### src/rtl/ss_display_reader.sv
// Recovers mode, sign and 16-bit hex value from a 7-segment display bundle, once the reading is stable.
// Defining SS_READER_DELTA_EN adds a signed delta output between successive locked readings.
module ss_display_reader #(
  parameter int unsigned STABLE_SAMPLES = 3,
  parameter int unsigned CNT_W          = 4
) (
  input  logic        hz100,
  input  logic        reset,
  input  logic        sample,
  input  logic [6:0]  ss7,
  input  logic [6:0]  ss6,
  input  logic [6:0]  ss5,
  input  logic [6:0]  ss3,
  input  logic [6:0]  ss2,
  input  logic [6:0]  ss1,
  input  logic [6:0]  ss0,
  output logic [1:0]  mode,
  output logic [15:0] value,
  output logic        neg,
  output logic        valid,
  output logic        upd,
  output logic        glyph_err
`ifdef SS_READER_DELTA_EN
  ,
  output logic [16:0] delta
`endif
);

  localparam logic [CNT_W-1:0] LastCnt = CNT_W'(STABLE_SAMPLES - 1);
  localparam logic [1:0]       ModeAlt = 2'd0;
  localparam logic [1:0]       ModeVel = 2'd1;
  localparam logic [1:0]       ModeGas = 2'd2;
  localparam logic [1:0]       ModeThr = 2'd3;
  localparam logic [6:0]       GlyphBlank = 7'h00;
  localparam logic [6:0]       GlyphMinus = 7'h40;

  typedef enum logic [1:0] {StEmpty, StSettle, StLocked, StFault} state_e;

  // Returns {legal, nibble} for a hex-digit glyph.
  function automatic logic [4:0] hex_dec(input logic [6:0] g);
    logic [4:0] r;
    r = 5'b0_0000;
    case (g)
      7'h3F: r = 5'h10;
      7'h06: r = 5'h11;
      7'h5B: r = 5'h12;
      7'h4F: r = 5'h13;
      7'h66: r = 5'h14;
      7'h6D: r = 5'h15;
      7'h7D: r = 5'h16;
      7'h07: r = 5'h17;
      7'h7F: r = 5'h18;
      7'h67: r = 5'h19;
      7'h77: r = 5'h1A;
      7'h7C: r = 5'h1B;
      7'h39: r = 5'h1C;
      7'h5E: r = 5'h1D;
      7'h79: r = 5'h1E;
      7'h71: r = 5'h1F;
      default: r = 5'b0_0000;
    endcase
    return r;
  endfunction

  function automatic logic [16:0] to_signed17(input logic n, input logic [15:0] v);
    return n ? -{1'b0, v} : {1'b0, v};
  endfunction

  // Combinational decode of the sampled bundle
  logic [1:0]  dec_mode;
  logic        label_ok;
  logic        dec_neg;
  logic        dig_ok;
  logic        lead;
  logic [15:0] dec_value;
  logic [4:0]  h3, h2, h1, h0;
  logic        dec_bad;
  logic [18:0] dec_key;

  always_comb begin
    dec_mode = ModeAlt;
    label_ok = 1'b1;
    case ({ss7, ss6, ss5})
      {7'h77, 7'h38, 7'h78}: dec_mode = ModeAlt;
      {7'h3E, 7'h79, 7'h38}: dec_mode = ModeVel;
      {7'h6F, 7'h77, 7'h6D}: dec_mode = ModeGas;
      {7'h78, 7'h76, 7'h50}: dec_mode = ModeThr;
      default:               label_ok = 1'b0;
    endcase
  end

  assign h3 = hex_dec(ss3);
  assign h2 = hex_dec(ss2);
  assign h1 = hex_dec(ss1);
  assign h0 = hex_dec(ss0);

  // A blank is a leading zero only while no digit has appeared to its left; a leading '-' does
  // not end the leading region.
  always_comb begin
    dec_neg   = 1'b0;
    dig_ok    = 1'b1;
    lead      = 1'b1;
    dec_value = 16'h0000;

    if (ss3 == GlyphMinus) begin
      dec_neg = 1'b1;
      if (!(label_ok && dec_mode == ModeVel)) dig_ok = 1'b0;
    end else if (ss3 != GlyphBlank) begin
      lead              = 1'b0;
      dig_ok            = dig_ok & h3[4];
      dec_value[15:12]  = h3[3:0];
    end

    if (ss2 == GlyphBlank) begin
      if (!lead) dig_ok = 1'b0;
    end else begin
      lead             = 1'b0;
      dig_ok           = dig_ok & h2[4];
      dec_value[11:8]  = h2[3:0];
    end

    if (ss1 == GlyphBlank) begin
      if (!lead) dig_ok = 1'b0;
    end else begin
      lead            = 1'b0;
      dig_ok          = dig_ok & h1[4];
      dec_value[7:4]  = h1[3:0];
    end

    dig_ok          = dig_ok & h0[4];
    dec_value[3:0]  = h0[3:0];
  end

  assign dec_bad = !(label_ok && dig_ok);
  assign dec_key = {dec_mode, dec_neg, dec_value};

  // Sequential state
  state_e            state_q, state_d;
  logic [18:0]       cand_q, cand_d;
  logic [CNT_W-1:0]  cnt_q, cnt_d;
  logic [1:0]        mode_q, mode_d;
  logic [15:0]       value_q, value_d;
  logic              neg_q, neg_d;
  logic              valid_q, valid_d;
  logic              upd_q, upd_d;
  logic              glyph_err_q, glyph_err_d;
  logic [16:0]       delta_q, delta_d;
  logic              fresh;

  always_comb begin
    state_d     = state_q;
    cand_d      = cand_q;
    cnt_d       = cnt_q;
    mode_d      = mode_q;
    value_d     = value_q;
    neg_d       = neg_q;
    valid_d     = valid_q;
    delta_d     = delta_q;
    upd_d       = 1'b0;
    glyph_err_d = 1'b0;
    fresh       = 1'b0;

    if (sample) begin
      if (dec_bad) begin
        glyph_err_d = 1'b1;
        valid_d     = 1'b0;
        cnt_d       = '0;
        state_d     = StFault;
      end else begin
        // After reset or a fault the stored candidate is stale, so always restart settling.
        fresh = (state_q == StEmpty) || (state_q == StFault) || (dec_key != cand_q);
        if (fresh) begin
          cand_d  = dec_key;
          cnt_d   = '0;
          state_d = StSettle;
        end else if (cnt_q != LastCnt) begin
          cnt_d = cnt_q + 1'b1;
        end

        if ((cnt_d == LastCnt) && (state_d != StLocked)) begin
          mode_d  = cand_d[18:17];
          neg_d   = cand_d[16];
          value_d = cand_d[15:0];
          valid_d = 1'b1;
          upd_d   = 1'b1;
          state_d = StLocked;
          if (valid_q && (cand_d[18:17] == mode_q)) begin
            delta_d = to_signed17(cand_d[16], cand_d[15:0]) - to_signed17(neg_q, value_q);
          end else begin
            delta_d = '0;
          end
        end
      end
    end
  end

  always_ff @(posedge hz100 or negedge reset) begin
    if (!reset) begin
      state_q     <= StEmpty;
      cand_q      <= '0;
      cnt_q       <= '0;
      mode_q      <= ModeAlt;
      value_q     <= '0;
      neg_q       <= 1'b0;
      valid_q     <= 1'b0;
      upd_q       <= 1'b0;
      glyph_err_q <= 1'b0;
      delta_q     <= '0;
    end else begin
      state_q     <= state_d;
      cand_q      <= cand_d;
      cnt_q       <= cnt_d;
      mode_q      <= mode_d;
      value_q     <= value_d;
      neg_q       <= neg_d;
      valid_q     <= valid_d;
      upd_q       <= upd_d;
      glyph_err_q <= glyph_err_d;
      delta_q     <= delta_d;
    end
  end

  assign mode      = mode_q;
  assign value     = value_q;
  assign neg       = neg_q;
  assign valid     = valid_q;
  assign upd       = upd_q;
  assign glyph_err = glyph_err_q;

`ifdef SS_READER_DELTA_EN
  assign delta = delta_q;
`else
  logic unused_delta;
  assign unused_delta = ^{delta_q, delta_d, ModeGas, ModeThr};
`endif

endmodule

### config.mk
export PLATFORM = sky130hd
export DESIGN_NAME = ss_display_reader
export DESIGN_NICKNAME = d
export VERILOG_FILES = /design/src/rtl/ss_display_reader.sv
export SDC_FILE = /design/constraint.sdc
export NUM_CORES = 1
export LEC_CHECK = 0
export ABC_AREA = 1
export CAP_MARGIN = 20
export CORE_ASPECT_RATIO = 2
export CORE_MARGIN = 4
export CORE_UTILIZATION = 40
export CTS_CLUSTER_DIAMETER = 200
export CTS_CLUSTER_SIZE = 20
export DETAILED_ROUTE_END_ITERATION = 8
export PLACE_DENSITY_LB_ADDON = 0.05
export SKIP_LAST_GASP = 1
export SYNTH_ARGS = -nofsm -noshare
export SYNTH_HDL_FRONTEND = slang
export SYNTH_SLANG_ARGS = --single-unit
export TNS_END_PERCENT = 5
### constraint.sdc
create_clock -name hz100 -period 5.7 [get_ports hz100]
set_clock_uncertainty 0.2 [all_clocks]
set_input_delay 1.71 -clock hz100 [delete_from_list [all_inputs] [get_ports hz100]]
set_output_delay 1.71 -clock hz100 [all_outputs]
set_load 0.01 [all_outputs]
### Yosys cells after proc, flatten, opt, wreduce, memory -nomap -nowiden

Index checks and enable logic that the tools add are counted.

* output and inout port bits: 22
* register bits after elaboration: 47
* bits of input ports: 52
* logic and storage cells: 141

* reductions and logical operators: 13
* bitwise logic cells: 3
* $add $sub $neg: 1
* multiplexer cells: 39
* equality and inequality tests: 76

Operators by type and width (number)
* == test 7 bit (second input constant): 49
* one-hot mux 5 bit (16 select lines): 4
* == test 21 bit (second input constant): 3
* == test 7 x 3 -> 1 bit (second input constant): 8
* == test 7 x 6 -> 1 bit (second input constant): 8
* 2-to-1 mux 4 bit: 9
* == test 21 x 20 -> 1 bit (second input constant): 1
* 2-to-1 mux 1 bit: 19
* 2-to-1 mux 19 bit: 1
* != test 19 bit: 1
* zero test 7 bit: 2
* 2-to-1 mux 2 bit: 5
* nonzero test 7 bit: 1
* one-hot mux 2 bit (3 select lines): 1
* adder 4 x 1 -> 4 bit (second input constant): 1
* == test 4 x 2 -> 1 bit (second input constant): 1
* != test 4 x 2 -> 1 bit (second input constant): 1
* AND reduction 2 bit: 2
* OR reduction 4 bit: 1
* AND 1 bit: 3
* logical AND 1 bit: 3
* AND reduction 3 bit: 1
* == test 2 x 1 -> 1 bit (second input constant): 1
* == test 2 bit (second input constant): 1
* 4 further kinds: 5

### Longest topological paths before layout

Gate-level depths: netlist of the first run.

* word-level depth: 19
* depth in mapped cells: 21
* depth with buffers taken out: 20

### Worst setup path before layout of the first run

No wires, ideal clock.

* path type: input port to flip-flop
* start: in ss0[3]
* end: reg value_q[11], in the netlist value[11]
* cell stages on the path: 19
* arrival: 3.351 ns
* setup slack: 2.031 ns
* cells stage by stage: nand2_1 -> nor2_1 -> nand2_1 -> nand2_1 -> nor2_2 -> nand2_1 -> nand2_1 -> nand2_1 -> inv_1 -> nand2_1 -> nor2_1 -> nand3_2 -> nor2_4 -> nand4_4 -> nor2_4 -> nand2_4 -> buf_6 -> nand2_1 -> nand2_1

* longest elaborated chain between the ends: 10
* elaborated cells between the ends (all ways): 32
* those cells by class: 19 x eq/ne; 8 x mux; 1 x bitwise; 4 x reduce/logical

RTL lines
* start, declared: line 16 `input logic [6:0] ss0,`
* == test 7 bit, or another cell as far along: line 43 `case (g)`
* one-hot mux 5 bit (16 select lines) (*): line 43
* != test 19 bit: line 171 `fresh = (state_q == StEmpty) || (state_q == StFault) || (dec_key != cand_q);`
* logical OR 1 bit: line 171
* 2-to-1 mux 4 bit / 2-to-1 mux 2 bit (equally long branches): line 172 `if (fresh) begin`
* 2-to-1 mux 4 bit / 2-to-1 mux 2 bit (equally long branches): line 164 `if (dec_bad) begin`
* 2-to-1 mux 4 bit / 2-to-1 mux 2 bit (equally long branches): line 163 `if (sample) begin`
* == test 4 x 2 -> 1 bit / != test 2 bit (equally long branches): line 180 `if ((cnt_d == LastCnt) && (state_d != StLocked)) begin`
* logical AND 1 bit: line 180
* AND reduction 3 bit (no line)
* end signal, assigned: line 214 `value_q <= value_d;`
* end, declared: line 142 `logic [15:0] value_q, value_d;`

Every way passes the cells marked *; elsewhere a longest branch is shown, timed or not. The select of a mux whose other input is x is not followed.
A chain may end at the register's enable or synchronous reset.

### Worst setup path after layout of the first run

* start: in ss3[6]
* end: reg cand_q[9]

* longest elaborated chain between the ends: 11
* elaborated cells between the ends (all ways): 39
* those cells by class: 18 x eq/ne; 14 x mux; 3 x bitwise; 4 x reduce/logical

RTL lines
* start, declared: line 13 `input logic [6:0] ss3,`
* == test 7 bit, or another cell as far along: line 43
* one-hot mux 5 bit (16 select lines): line 43
* 2-to-1 mux 1 bit: line 108 `end else if (ss3 != GlyphBlank) begin`
* 2-to-1 mux 1 bit: line 105 `if (ss3 == GlyphMinus) begin`
* AND 1 bit / 2-to-1 mux 1 bit (equally long branches): line 118, 115
* 2-to-1 mux 1 bit: line 114 `if (ss2 == GlyphBlank) begin`
* AND 1 bit / 2-to-1 mux 1 bit (equally long branches): line 126, 123
* 2-to-1 mux 1 bit: line 122 `if (ss1 == GlyphBlank) begin`
* AND 1 bit: line 130 `dig_ok = dig_ok & h0[4];`
* logical AND 1 bit: line 134 `assign dec_bad = !(label_ok && dig_ok);`
* AND reduction 2 bit (no line)
* end signal, assigned: line 211 `cand_q <= cand_d;`
* end, declared: line 139 `logic [18:0] cand_q, cand_d;`

Several ways; a longest one is shown, not always the timed one.

==> results.toml, run 1 <==
[detailed_routing]
drc = 0
finalWirelength_um = 11600
wl_per_cell_um = 13.1
routed_via_density = 4.93
drt_iter0_markers = 193
num_vias = 4376
ant_nets = 0
firstDrtPassIters = 4

[global_routing]
grt_pass1_wl_um = 19000
grt_usage = 0.203
grt_pass1_vias = 4393
grt_overflow = 0
antenna_found_initial = 0
grt_start_max_net_pins = 48

[timing]
period_minus_slack_ps = 4670
finalHoldViolCount = 0
report.final.slew_viol_count = 0
final.period_utilization = 0.819
rsz0062_at_grt = "false"
fin_hold_ws_ps = 275
tightest_slew_ps = 747
fin_ws_ps = 1030
setup_violations = 0
fmax_mhz = 214
setup_tns_ps = 0
slew_headroom = 0.501

[layout]
num-fill-cells = 1047
mostFrequentLayoutCells = "251 x nand2_1, 108 x nor2_1, 79 x inv_1"
fin_area_um2 = 5010
syn_to_final_growth_pct = 26.9
nets = 808
drive_gt1_frac = 0.0570
fin_cells = 887
layout.cells.most_common = "nand2_1"
num_antenna_cells = 0

[placed_design]
dp_hpwl_um = 9730
post_dp_cell_area_um2 = 4820
post-place-ws_ps = 712
port_buffers = 73
placedCellCount = 879
gp_congestion = 0.896

[outcome]
status = "finished, final reports clean"

[die]
design.core.area_um2 = 9700
fp-row-count = 51
io_pins = 74
die-area_um2 = 11600
initial_utilization = 0.407
die_h_um = 149
die_x_um = 78.3

[clock_tree]
cts_setup_buffers = 0
htreeDepth = 2
cts.sinks = 47
cts_root_buf = "clkbuf_16"
clkLatencyLatePin_ps = 290
path_clk_slew_ps = 70
hold_buffers = 0
cts_resized = 0
cts_inserted_buffers = 5
clockBufferDepth = 2
cts_tree = "yes"

[job]
cap_viol_max_count = 0

[synth]
ys_ff_latch = 47
synth_area_leaders = "dfrtp_1 30%, nand2_1 24%, nor2_1 10%, nand3_1 9.0%, inv_1 7.5%"
ys_types = 32
yosys.area_share.simple = 0.537
syn_inst = 679
synth_top_area_cell = "dfrtp_1"
yosysTopAreaCellShare = 0.298
synth_top_family_by_area = "simple AND/OR/NAND/NOR gates"
synth_mux_area_frac = 0
synthesis.yosys.warnings = 0
netlist_area_um2 = 3950
syn_nets = 733
yosysSeqAreaShare = 0.298
syn_avg_cell_area_um2 = 5.82
synth-compound-area-share = 0.0516
synth-adder-area-share = 0.00633
synthXorXnorAreaFrac = 0.0130

[setup_path]
startpoint = "ss3[6]"
critical_path_class = "input pin to flop"
path_max_fanout = 24
rr_startpoint = "cnt_q[0]"
worstPathArrival_ps = 4630
endpoint = "cand_q[9]"
r2r-end = "mode[0]"
end_kind = "flop"
rrSetupSlack_ps = 3130
crit_path_start_kind = "input pin"
worstRegToRegCells = 11
crit_required_ps = 5670

[hold_path]
min_path_type = "flop to flop"

[pwr]
p_per_area_nw_per_um2 = 169
leakage_uw = 0.00272
ir_drop_v = 0.000194
## cell type report
cell class,count,area [um^2],area share
Sequential cell,47,1180,0.235
Clock buffer,5,125,0.0250
Timing Repair Buffer,76,748,0.149
Clock inverter,3,67.6,0.0135
Multi-Input combinational cell,537,2410,0.480
Tap cell,132,165,0.0329
Inverter,87,327,0.0651
## worst min path at each step
| stage | startpoint | endpoint | slack, ps | depth (start not counted) |
|---|---|---|---|---|
| after global placement | value[0] | value[0] | 260 | 2 |
| after CTS | value[15] | value[15] | 280 | 2 |
| after floorplan | cnt_q[1] | cnt_q[1] | 300 | 2 |
| final | value[7] | value[7] | 280 | 2 |
| after detailed placement | value[15] | value[15] | 260 | 2 |
| after global routing | value[0] | value[0] | 290 | 2 |
## registers in the layout, summed over array words and instances (netlist names)
name / count
cnt_q: 4
neg: 1
glyph_err: 1
upd: 1
cand_q: 19
value: 16
mode: 2
valid: 1
state_q: 2
## power by group
| part | internal, uW | switching (uW) | leakage [uW] |
|---|---|---|---|
| sequential | 334 | 0.458 | 0.000547 |
| combinational | 51.5 | 71.9 | 0.00208 |
| clock | 252 | 137 | 0.0000900 |
## through the flow
step | utilization | total power (uW)
3_5_place_dp | 0.497 | 465
2_1_floorplan | - | 395
6_report | 0.517 | 846
4_1_cts | 0.517 | 854
3_3_place_gp | 0.497 | 464
5_1_grt | 0.517 | 880
## synthesized netlist by cell type
cell and count:
xnor2_1 1, nand2_2 5, clkbuf_1 3, nor2_2 8
buf_4 1, nand4_4 1, nor3_1 13, nor4_1 3
and2_1 1, nand3b_1 4, o22ai_1 1, xor2_1 3
nand2_1 251, nand2_4 1, o31ai_1 3, inv_2 7
buf_6 1, ha_1 2, nand4_1 16, nor2_1 109
inv_1 79, nand3_1 71, o21ai_0 30, clkinv_1 1
buf_2 3, dfrtp_1 47, nor3_2 1, nand3_2 1
nor2_4 5, and3_1 1, xor2_2 1, a21oi_1 5
## cells by family after synthesis
logic type / Yosys count
XOR/XNOR: 5
flip-flops: 47
adder cells (fa/ha/maj): 2
AND/OR/NAND/NOR: 491
buffers and inverters: 95
AO/OA/AOI/OAI: 39
## metal layers
layer / global-route usage / vias up / part of all wire
met3: 0.0188 / 34 / 0.025
li1: - / 2284 / -
met1: 0.188 / 1962 / 0.36
met5: 0 / - / 0
met2: 0.417 / 96 / 0.57
met4: 0.110 / 0 / 0.045
## worst max-delay path, stage by stage
cell and delay (ps):
clkdlybuf4s50_1 590, nand3_1 180, inv_2 110, nand3_1 100
nand2_1 90, nor2_2 60, nand2_2 110, nor2_1 50
o21ai_0 100, o21ai_0 170, nor3_1 150, nand2_1 100
nor2_2 580, buf_4 380, o21ai_0 120
Power figures use the tool's default switching activity.
==> inputs of run 2 (changes only) <==
==> constraint.sdc (replaced) <==
create_clock -name hz100 -period 4.5 [get_ports hz100]
set_clock_uncertainty 0.2 [all_clocks]
set_input_delay 1.35 -clock hz100 [delete_from_list [all_inputs] [get_ports hz100]]
set_output_delay 1.35 -clock hz100 [all_outputs]
set_load 0.01 [all_outputs]
==> results.toml, run 2 (synthesis gave the netlist of run 1 again) <==
[setup_path]
path_max_fanout = 6
crit_required_ps = 4480
path_common_cell = "nand2_1"
crit_family = "simple AND/OR/NAND/NOR gates"
cp_cell_sequence = "clkdlybuf4s50_1 -> nor3_1 -> nand2_1 -> nand2_1 -> nor2_1 -> nand2_2 -> nand2_1 -> nand2_1 -> nand2_1 -> nand3b_1 -> nor2_1 -> nand4_1 -> nor2_1 -> nand3_1 -> nand2_1 -> nand2_1"
cp.buffers_inverters = 1
end_kind = "flop"
worstPathArrival_ps = 3930
slowest_stage = "clkdlybuf4s50_1"
cpPeakStageDelay_ps = 500
critical_path_class = "input pin to flop"
crit_path_start_kind = "input pin"

[clock_tree]
cts_root_buf = "clkbuf_16"
cts.sinks = 47
clockBufferDepth = 2
path_clk_slew_ps = 70
cts_tree = "yes"
clkLatencyLatePin_ps = 290
htreeDepth = 2
cts_resized = 0
hold_buffers = 0
cts_inserted_buffers = 5
cts_setup_buffers = 0

[timing]
slew_headroom = 0.700
tightest_slew_ps = 447
fmax_mhz = 253
setup_tns_ps = 0
fin_ws_ps = 552
setup_violations = 0
fin_hold_ws_ps = 276
report.final.slew_viol_count = 0
rsz0062_at_grt = "false"
finalHoldViolCount = 0
final.period_utilization = 0.877
period_minus_slack_ps = 3950

[global_routing]
grt_pass1_wl_um = 18500
grt_pass1_vias = 4239
antenna_found_initial = 0
grt_overflow = 0
grt_start_max_net_pins = 48
grt_usage = 0.199

[hold_path]
min_path_type = "flop to flop"

[die]
initial_utilization = 0.407
die_x_um = 78.3
die_h_um = 149
io_pins = 74
fp-row-count = 51
die-area_um2 = 11600
design.core.area_um2 = 9700

[layout]
mostFrequentLayoutCells = "251 x nand2_1, 108 x nor2_1, 79 x inv_1"
top_register = "cand_q"
syn_to_final_growth_pct = 27.3
largest_reg_flops = 19
drive_gt1_frac = 0.0607
num_antenna_cells = 0
layout.cells.most_common = "nand2_1"
nets = 811
num-fill-cells = 1017
fin_area_um2 = 5030

[detailed_routing]
firstDrtPassIters = 4
drc = 0
routed_via_density = 4.89
wl_per_cell_um = 12.7
finalWirelength_um = 11300
drt_iter0_markers = 162
num_vias = 4349
ant_nets = 0

[placed_design]
port_buffers = 73
post-place-ws_ps = 252
post_dp_cell_area_um2 = 4850
gp_congestion = 0.903
dp_hpwl_um = 9530

[pwr]
leakage_uw = 0.00273
ir_drop_v = 0.000209
p_per_area_nw_per_um2 = 195

[job]
cap_viol_max_count = 0

[outcome]
status = "finished, final reports clean"
run 2: cell types whose count changed in the layout (fill, tap and decap cells not counted), sizes merged:
| cell | before | now |
|---|---|---|
| bufinv | 2 | 0 |
| buf | 4 | 7 |
| clkbuf | 5 | 7 |
run 2: final timing paths:
kind                       slack (ps)   endpoint  cells after the start       from
setup / recovery                  550   value[2]                     16     ss1[4]
hold / removal                    280  value[13]                      2  value[13]
setup reg to reg                 2160    mode[0]                     11   cnt_q[0]
hold reg to reg                   280  value[13]                      2  value[13]
max in group asynchronous        2880        upd                      2      reset
min in group asynchronous         720   value[3]                      1      reset
run 2: metrics by stage:
step / power [uW] / cells / util
2_1_floorplan: 501 / 679 / -
3_3_place_gp: 588 / 881 / 0.500
3_5_place_dp: 588 / 881 / 0.500
4_1_cts: 989 / 889 / 0.517
5_1_grt: 1020 / 890 / 0.519
6_report: 983 / 890 / 0.519
run 2: layer usage:
metal / global-route usage / vias up / wire, um
met5: 0 / - / 0
met4: 0.0797 / 0 / 301
met3: 0.0188 / 20 / 287
met2: 0.426 / 78 / 6700
met1: 0.179 / 1962 / 4050
li1: - / 2289 / -
run 2: area by class of cell:
| type | instances | area (um^2) | area share |
|---|---|---|---|
| clock inverters | 1 | 7.51 | 0.00149 |
| clock buffers | 7 | 153 | 0.0303 |
| well taps | 132 | 165 | 0.0328 |
| repair buffers | 79 | 796 | 0.158 |
| multi-input cells | 537 | 2410 | 0.478 |
| inverters | 87 | 327 | 0.0649 |
| flip-flops and latches | 47 | 1180 | 0.234 |
run 2: where the power goes:
group | internal [uW] | switching (uW)
combinational | 66.5 | 91.4
clock | 237 | 165
sequential | 423 | 0.571
total | 726 | 257
run 2: tightest hold or removal path, delay by kind of cell (launching register included):
kind | cells | cell delay (ps)
AND/OR/NAND/NOR | 2 | 100
flip-flops | 1 | 350
==> inputs of run 3 (changes only) <==
--- a/config.mk
+++ b/config.mk
@@ -8,7 +8,7 @@
 export ABC_AREA = 1
 export CAP_MARGIN = 20
 export CORE_ASPECT_RATIO = 2
-export CORE_MARGIN = 4
+export CORE_MARGIN = 8
 export CORE_UTILIZATION = 40
 export CTS_CLUSTER_DIAMETER = 200
 export CTS_CLUSTER_SIZE = 20
==> results.toml, run 3 (synthesis gave the netlist of run 1 again) <==
[pwr]
switching_power_uw = 247
leakage_uw = 0.00273
pwr-share-comb = 0.161
p_int_uw = 726
p_clk_frac = 0.403
p_per_area_nw_per_um2 = 194
swShare = 0.254
power_uw = 973
ir_drop_v = 0.000179
power_frac_seq = 0.436

[setup_path]
path_max_fanout = 5
worstPathArrival_ps = 4040
crit_required_ps = 4480
end_kind = "flop"
crit_path_start_kind = "input pin"
critical_path_class = "input pin to flop"

[outcome]
status = "finished, final reports clean"

[detailed_routing]
firstDrtPassIters = 4
ant_nets = 0
drt_iter0_markers = 132
drc = 0
routed_via_density = 4.92
wl_per_cell_um = 13.2
finalWirelength_um = 11700
num_vias = 4382

[placed_design]
post-place-ws_ps = 86.4
dp_hpwl_um = 9990
port_buffers = 73
gp_congestion = 0.921
placedCellCount = 883

[clock_tree]
cts_tree = "yes"
cts_root_buf = "clkbuf_16"
hold_buffers = 0
cts_setup_buffers = 0
clockBufferDepth = 2
cts.sinks = 47
cts_inserted_buffers = 5
clkLatencyLatePin_ps = 280
path_clk_slew_ps = 60
htreeDepth = 2

[die]
fp-row-count = 51
io_pins = 74
die-area_um2 = 13500
design.core.area_um2 = 9700
die_x_um = 86.3
die_h_um = 157
initial_utilization = 0.407

[global_routing]
grt_start_max_net_pins = 35
grt_overflow = 0
antenna_found_initial = 0
grt_pass1_wl_um = 19700
grt_usage = 0.181
grt_pass1_vias = 4476

[layout]
syn_to_final_growth_pct = 26.9
largest_reg_flops = 19
top_register = "cand_q"
fin_cells = 891
num_antenna_cells = 0
drive_gt1_frac = 0.0619
nets = 812
mostFrequentLayoutCells = "251 x nand2_1, 108 x nor2_1, 79 x inv_1"
layout.cells.most_common = "nand2_1"

[timing]
period_minus_slack_ps = 4070
fin_ws_ps = 434
final.period_utilization = 0.904
finalHoldViolCount = 0
setup_violations = 0
report.final.slew_viol_count = 0
setup_tns_ps = 0
rsz0062_at_grt = "false"
tightest_slew_ps = 784
fmax_mhz = 246
slew_headroom = 0.477

[hold_path]
min_path_type = "flop to flop"

[job]
cap_viol_max_count = 0
run 3: changes by cell type in the layout (fill, tap and decap cells not counted):
cell | before | now
buf_12 | 2 | 0
buf_4 | 4 | 7
clkbuf_1 | 0 | 1
clkinvlp_4 | 1 | 0
nor3_1 | 13 | 12
nor3_2 | 1 | 2
run 3: critical path: stages:
cell,delay [ps]
clkdlybuf4s50_1,550
nand2_1,130
nor2_1,220
nand2_1,130
nand2_1,70
nor2_1,70
nand2_2,90
nand2_1,50
nand2_1,50
nand2_1,130
nand3b_1,210
nor2_1,190
nand4_1,110
nor2_1,310
nand3_1,210
nand2_1,110
nand2_1,50
run 3: power by group through the flow:
stage	logic (uW)	registers (uW)	clock network, uW
after global routing	178	424	414
final	157	424	392
after floorplan	68.3	432	0
after global placement	156	432	0
after detailed placement	157	432	0
after CTS	158	424	401
run 3: worst paths after layout:
check | startpoint | endpoint | slack, ps | cells past startpoint
setup / recovery | ss1[5] | value[2] | 430 | 17
hold / removal | value[2] | value[2] | 270 | 2
setup reg to reg | cnt_q[0] | mode[1] | 2160 | 11
hold reg to reg | value[2] | value[2] | 270 | 2
max in group asynchronous | reset | cand_q[3] | 2460 | 2
min in group asynchronous | reset | cand_q[13] | 940 | 1
run 3: layout make-up:
class | count | area [um^2]
clock buffers | 8 | 156
fillers | 1053 | 4690
inverters | 87 | 327
multi-input cells | 537 | 2410
flip-flops and latches | 47 | 1180
well taps | 132 | 165
repair buffers | 80 | 778
run 3: stage by stage:
stage	cell area [um^2]	util	hold slack (ps)
2_1_floorplan	3950	-	300
3_3_place_gp	4850	0.500	256
3_5_place_dp	4850	0.500	258
4_1_cts	5010	0.516	275
5_1_grt	5010	0.517	295
6_report	5010	0.517	272
run 3: repair_timing:
| item | CTS | global route |
|---|---|---|
| endpoints found under the hold margin | 0 | 0 |
| gates resized for setup | 0 | 1 |
| endpoints found under the setup margin | 0 | 2 |
run 3: routing by layer:
layer | GRT usage | wire [um] | up-vias
met2 | 0.378 | 6770 | 93
met5 | 0 | 0 | -
li1 | - | - | 2287
met1 | 0.155 | 4110 | 1965
met4 | 0.0984 | 488 | 0
met3 | 0.0184 | 360 | 37
